<file path="src/rtl/pwm_multi.sv">
`timescale 1ns/1ps
// Multi-channel PWM: one shared edge/center-aligned period counter, per-channel compare, shadowed mode/period/duty.
// Latency: count -> pwm_out/tick one cycle; free-running, no backpressure (load is a fire-and-forget strobe).
module pwm_multi #(
  parameter int WIDTH    = 16,
  parameter int CHANNELS = 4
) (
  input  logic                      clk,
  input  logic                      rst,
  input  logic                      enable,
  input  logic                      load,
  input  logic                      mode,
  input  logic [WIDTH-1:0]          period,
  input  logic [CHANNELS*WIDTH-1:0] duty,
  input  logic [CHANNELS-1:0]       polarity,
  output logic [CHANNELS-1:0]       pwm_out,
  output logic                      tick,
  output logic                      load_pending,
  output logic [WIDTH-1:0]          count
);

  typedef enum logic {DIR_UP = 1'b0, DIR_DOWN = 1'b1} dir_t;

  logic [CHANNELS-1:0][WIDTH-1:0] duty_in;
  logic [CHANNELS-1:0][WIDTH-1:0] act_duty;
  logic [CHANNELS-1:0][WIDTH-1:0] shd_duty;
  logic [CHANNELS-1:0][WIDTH-1:0] eff_duty;
  logic [WIDTH-1:0]               act_period;
  logic [WIDTH-1:0]               shd_period;
  logic [WIDTH-1:0]               eff_period;
  logic                           act_mode;
  logic                           shd_mode;
  logic                           eff_mode;

  dir_t                           dir;
  dir_t                           dir_eff;
  dir_t                           dir_nxt;
  logic [WIDTH-1:0]               count_nxt;
  logic [WIDTH-1:0]               lim;
  logic [CHANNELS-1:0]            raw;
  logic [CHANNELS-1:0]            pwm_nxt;

  logic boundary;
  logic take_in;
  logic take_shd;
  logic cap_shd;
  logic period_live;

  assign duty_in  = duty;
  assign boundary = enable && (count == '0);
  assign take_in  = boundary && load;
  // A disabled block has no period to protect, so a pending shadow lands on the next clock.
  assign take_shd = load_pending && !take_in && (boundary || !enable);
  assign cap_shd  = load && !boundary;

  // Parameters that govern the current cycle: freshly applied ones in a boundary cycle.
  always_comb begin
    eff_mode   = act_mode;
    eff_period = act_period;
    eff_duty   = act_duty;
    if (take_in) begin
      eff_mode   = mode;
      eff_period = period;
      eff_duty   = duty_in;
    end else if (take_shd) begin
      eff_mode   = shd_mode;
      eff_period = shd_period;
      eff_duty   = shd_duty;
    end
  end

  assign period_live = enable && (eff_period != '0);
  assign dir_eff     = boundary ? DIR_UP : dir;

  always_comb begin
    count_nxt = '0;
    dir_nxt   = DIR_UP;
    if (enable && (eff_period > WIDTH'(1))) begin
      if (!eff_mode) begin
        if (count >= eff_period - WIDTH'(1)) begin
          count_nxt = '0;
        end else begin
          count_nxt = count + WIDTH'(1);
        end
      end else if (dir_eff == DIR_UP) begin
        if (count >= eff_period - WIDTH'(1)) begin
          count_nxt = count - WIDTH'(1);
          dir_nxt   = DIR_DOWN;
        end else begin
          count_nxt = count + WIDTH'(1);
        end
      end else begin
        // Reaching zero on the way down is a boundary, which forces the direction back up.
        count_nxt = count - WIDTH'(1);
        dir_nxt   = DIR_DOWN;
      end
    end
  end

  always_comb begin
    lim = '0;
    raw = '0;
    for (int i = 0; i < CHANNELS; i++) begin
      lim    = (eff_duty[i] > eff_period) ? eff_period : eff_duty[i];
      raw[i] = (count < lim);
    end
  end

  assign pwm_nxt = period_live ? (raw ^ polarity) : polarity;

  always_ff @(posedge clk or posedge rst) begin
    if (rst) begin
      count        <= '0;
      dir          <= DIR_UP;
      tick         <= 1'b0;
      pwm_out      <= '0;
      load_pending <= 1'b0;
      act_mode     <= 1'b0;
      act_period   <= '0;
      act_duty     <= '0;
      shd_mode     <= 1'b0;
      shd_period   <= '0;
      shd_duty     <= '0;
    end else begin
      count        <= count_nxt;
      dir          <= dir_nxt;
      tick         <= period_live && (count == '0);
      pwm_out      <= pwm_nxt;
      load_pending <= cap_shd || (load_pending && !take_in && !take_shd);
      if (take_in || take_shd) begin
        act_mode   <= eff_mode;
        act_period <= eff_period;
        act_duty   <= eff_duty;
      end
      if (cap_shd) begin
        shd_mode   <= mode;
        shd_period <= period;
        shd_duty   <= duty_in;
      end
    end
  end

endmodule

</file>
<file path="config.mk">
export PLATFORM = sky130hd
export DESIGN_NAME = pwm_multi
export DESIGN_NICKNAME = d
export VERILOG_FILES = /design/src/rtl/pwm_multi.sv
export SDC_FILE = /design/constraint.sdc
export NUM_CORES = 1
export LEC_CHECK = 0
export CAP_MARGIN = 30
export CORE_MARGIN = 1.5
export CORE_UTILIZATION = 64
export DETAILED_ROUTE_END_ITERATION = 8
export PLACE_DENSITY = 0.87
export SYNTH_ARGS = -nofsm -noshare
export SYNTH_HDL_FRONTEND = slang
export SYNTH_SLANG_ARGS = --single-unit
</file>
<file path="constraint.sdc">
create_clock -name clk -period 17.45 [get_ports clk]
set_input_delay 5.235 -clock clk [delete_from_list [all_inputs] [get_ports clk]]
set_output_delay 5.235 -clock clk [all_outputs]
set_load 0.01 [all_outputs]
</file>
# Yosys cells after proc, flatten, opt, wreduce, memory -nomap -nowiden
# Cells that the tools add are included.
# word_totals
regBits	185
latch_bits	0
mem_bits_rw	0
romBits	0
in_bits	89
output_inout_bits	22
wordCells	70
memories	0
# classes
addsub	3
mul	0
div_mod_pow	0
order_cmp	10
eq_ne	0
shifts	0
mux	21
bitwise_logic	1
n_reduce_logical	18
# op_table
cell	count
two-way mux 16 bit	11
two-way mux 64 bit	2
greater-than comparator 16 bit	4
less-than comparator 16 bit	4
subtractor 16 x 1 -> 16 bit (second input constant)	2
adder 16 x 1 -> 16 bit (second input constant)	1
>= comparator 16 bit	1
greater-than comparator 16 x 1 -> 1 bit (second input constant)	1
logical NOT 16 bit	1
nonzero test 16 bit	1
logical AND 1 bit	9
two-way mux 1 bit	7
logical NOT 1 bit	4
two-way mux 4 bit	1
XOR 4 bit	1
logical OR 1 bit	3

# Depth between registers and ports, before layout
# depth
depth_word	14
depth_mapped	28

# Worst setup path after synthesis
# OpenSTA, ideal clock, no wires.
# synth_path
kind	input -> register
from	in load
to	reg pwm_out[0]
setup_time_ns	0.124
t_arrival_ns	10.585
t_required_ns	17.326
path_slack_ns	6.741
path_stages	24
path_buffers	6
path_cell_list	clkbuf_1 > nor4b_1 > nand2_1 > o21ai_0 > buf_2 > buf_1 > clkbuf_1 > a22oi_1 > nand2_1 > ha_1 > a21o_1 > or2_2 > nor4_1 > o32a_1 > a32o_1 > buf_2 > buf_2 > mux2i_1 > ha_1 > a21o_1 > a211o_1 > a2111oi_0 > o211ai_1 > xnor2_1
# synth_lines
element	line_no	source
start, declared	11	input logic load,
end signal, assigned	128	pwm_out <= pwm_nxt;
end, declared	16	output logic [CHANNELS-1:0] pwm_out,

# Final worst setup path
# layout_path
from	in load
to	reg pwm_out[3]
# layout_between
elab_chain_cells	11
elab_cells_between_ends	15
# layout_lines
element	line_no	source
logical AND 1 bit (*)	51	assign take_in = boundary && load;
logical NOT 1 bit	53	assign take_shd = load_pending && !take_in && (boundary || !enable);
logical AND 1 bit (2 in a row)	53	
two-way mux 64 bit or two-way mux 16 bit (tied branches)	65	end else if (take_shd) begin
two-way mux 64 bit or two-way mux 16 bit (tied branches)	61	if (take_in) begin
greater-than comparator 16 bit	104	lim = (eff_duty[i] > eff_period) ? eff_period : eff_duty[i];
two-way mux 16 bit	104	
less-than comparator 16 bit	105	raw[i] = (count < lim);
XOR 4 bit	109	assign pwm_nxt = period_live ? (raw ^ polarity) : polarity;
two-way mux 4 bit (*)	109	
net pwm_nxt[3]	41	logic [CHANNELS-1:0] pwm_nxt;
# Mark *: on every way through the listed nets, which the timed path passes. The rest lies on a longest branch.
# A chain may end at the register's enable or synchronous reset.

==> metrics <==
outcome=finished, final reports clean; Rel. slew slack=0.405; I/O Pins=111; critical path startpoint category=input pin; Cells after Synth=1334; setup_tns=0 ns; crit end category=flop; worst path bufs/invs=4; Max Buffers Root-to-Sink=2; Core Region=19500 um^2; DRC=0; clock latency on the worst-skew pair=0.46 ns; Crit Path Category=in2reg; delay-heaviest family, CP=compound AO/OA/AOI/OAI gates; syn_nets=1561; clock slew at reported path FFs=0.07 ns; wire per inst=23.4 um; initial antenna violation count=0; Cell variety after synth=75; crit path max fanout=48; max-slew violations=0; PwrDens=150 nW/um^2; PortBufs=110; DP Wirelength=28.8 mm; Post-synth EDFFs=0; Syn. warnings=0; most frequent cells in the layout=185 x dfrtp_1, 164 x nand2_1, 138 x ha_1; Die Y=144 um; fraction of registers with async set/reset=1.00; routed wire length=39.8 mm; Die Span X=144 um; Hold Buf Count CTS=0; layout net count=1653; Slew @ Worst Pin=0.893 ns; WP data arrival=12.19 ns; CP Data Required Time=17.82 ns; RSZ-0062 raised after global routing=false; gpl congestion=1.08; Initial Util=0.651; die footprint=20700 um^2; LEAKAGE=0.00694 uW; VDD IR max=88.7 uV; Num CTS Buffers=17; period utilisation layout=0.677; CP Cell Sequence=clkdlybuf4s50_1, nor4b_1, nand2_1, o21ai_4, buf_4, a21o_1, inv_1, ha_1, a21oi_1, nor2_1, o311a_1, nor3_1, o32ai_2, buf_4, mux2i_1, ha_1, a21o_1, a21o_1, a21oi_1, nor2_1, a2111oi_0, o21ai_0, nor3_1, xor2_1; Setup Skew=0.0120 ns; ANT cells=0; ANT nets after route=0; Max Cap Viol=0; critical path's slowest cell=nor4b_1; CP max stage delay=0.59 ns; syn avg cell area=9.50 um^2; DR vias=11400; hold crit path type=reg2reg; number of buffers added for setup after CTS=0; global-route wire length before repair=60.5 mm; vias in the first global route=11200; reg-to-reg slack, setup=9.72 ns; most used cell, CP=a21o_1; H-tree depth=4; total power=2200 uW; Syn-to-layout area delta=15.9%; Gates resized, CTS repair=0; commonest non-fill, non-tap cell in the layout=dfrtp_1; Synth Cell Area=12700 um^2; gr usage total=0.392; TritonRoute pass-1 iters=6; via/cell ratio=6.67; CTS tree=built; gr ovfl total=0; Layout Cells excl Fill=1703; Fin. Hold Viols=0; # setup viols final=0; Root Buffer=clkbuf_16; sequential share of the synthesized area=0.365; Final min period=11.82 ns; clk sinks=185; dominant synthesized flop cell=dfrtp_1; placed cells=1670; row cnt=51; Iter 0 DRT Violations=1104; Max Fclk=84.6 MHz; fraction of layout cells with a size suffix above 1=0.115; #FFs+latches synth=185; pin count of the biggest net entering global routing=100
[worst min-delay path, delay by kind of cell (launching register included)]
kind	cells	cell delay (ns)
DFF	1	0.33
and+or+nand+nor	1	0.06
AOI/OAI and AO/OA	1	0.07
[layout make-up]
cell class | count | area (um^2)
Clock inverter | 13 | 136
Fill cell | 1376 | 4770
Inverter | 37 | 144
Timing Repair Buffer | 138 | 1360
Sequential cell | 185 | 4630
Multi-Input combinational cell | 1047 | 7670
Tap cell | 265 | 332
Clock buffer | 18 | 429
[cells by family (layout without fill, tap and decap cells)]
logic type / after synthesis / count (layout) / synth area share
simple gates: 465 / 465 / 0.172
compound gates: 271 / 271 / 0.150
flops: 185 / 185 / 0.365
mux: 152 / 152 / 0.128
xor+xnor: 21 / 21 / 0.0145
buf+inv: 102 / 206 / 0.0334
fa+ha+maj: 138 / 138 / 0.136
[metal layers]
metal / share of wire / wire length (um) / GRT usage
met5: 0 / 0 / 0
met4: 0.043 / 1730 / 0.190
met3: 0.10 / 4050 / 0.0943
met2: 0.46 / 18400 / 0.627
met1: 0.39 / 15600 / 0.501
[synthesized netlist by cell type, types with 3 or more instances]
| library cell | number | share of area |
|---|---|---|
| dfrtp_1 | 185 | 0.37 |
| nand2_1 | 165 | 0.049 |
| ha_1 | 138 | 0.14 |
| nor2_1 | 123 | 0.036 |
| mux2_2 | 83 | 0.074 |
| mux2i_1 | 69 | 0.055 |
| a21oi_1 | 54 | 0.021 |
| a22oi_1 | 36 | 0.021 |
| inv_1 | 35 | 0.010 |
| clkbuf_1 | 34 | 0.010 |
| a21o_1 | 33 | 0.020 |
| nor3_1 | 32 | 0.013 |
| nand3_1 | 31 | 0.012 |
| o21ai_0 | 31 | 0.012 |
| o22ai_1 | 30 | 0.015 |
| nand4_1 | 29 | 0.014 |
| buf_2 | 23 | 0.0091 |
| a211oi_1 | 19 | 0.011 |
| xnor2_1 | 18 | 0.012 |
| nor4_1 | 16 | 0.0079 |
| a211o_1 | 10 | 0.0069 |
| nand2b_1 | 10 | 0.0049 |
| and3_1 | 9 | 0.0044 |
| nor2b_1 | 9 | 0.0044 |
| or2_2 | 8 | 0.0039 |
| buf_1 | 6 | 0.0018 |
| nor3b_1 | 6 | 0.0036 |
| and4_1 | 5 | 0.0035 |
| o21a_1 | 5 | 0.0030 |
| or4_1 | 5 | 0.0030 |
| a2111oi_0 | 4 | 0.0028 |
| a221oi_1 | 4 | 0.0028 |
| o211ai_1 | 4 | 0.0024 |
| or3_1 | 4 | 0.0020 |
| a221o_1 | 3 | 0.0024 |
| a22o_1 | 3 | 0.0021 |
| and2_1 | 3 | 0.0015 |
| o221ai_1 | 3 | 0.0021 |
| xor2_1 | 3 | 0.0021 |
[path summary, 6_finish.rpt]
check	start	end	depth (start not counted)
worst max-delay path	load	pwm_out[3]$_DFF_PP0_	24
worst min-delay path	act_duty[57]$_DFFE_PP0P_	act_duty[57]$_DFFE_PP0P_	2
worst max register to register	count[1]$_DFF_PP0_	pwm_out[3]$_DFF_PP0_	25
worst min register to register	act_duty[57]$_DFFE_PP0P_	act_duty[57]$_DFFE_PP0P_	2
max in group asynchronous	rst	count[14]$_DFF_PP0_	4
min in group asynchronous	rst	act_duty[27]$_DFFE_PP0P_	2
[state kept, by name (all words and copies together), names as in the netlist, 4 cells and up]
signal and count:
count 16, shd_period 16, act_period 16, pwm_out 4
shd_duty 64, act_duty 64
[where the power goes]
| part | switching, uW | total, uW | internal, uW |
|---|---|---|---|
| Sequential | 53.9 | 594 | 540 |
| Clock | 187 | 376 | 188 |
| Combinational | 739 | 1230 | 492 |
[through the flow]
step	cell area, um^2	hold slack (ns)	setup slack [ns]	util
after global placement	14100	0.469	5.38	0.722
after CTS	14700	0.493	5.55	0.753
after detailed placement	14100	0.473	5.14	0.724
after floorplan	12700	0.457	6.74	-
final	14700	0.492	5.63	0.755
after global routing	14700	0.518	5.14	0.755
Note: power is estimated with default switching activity, not from simulation.
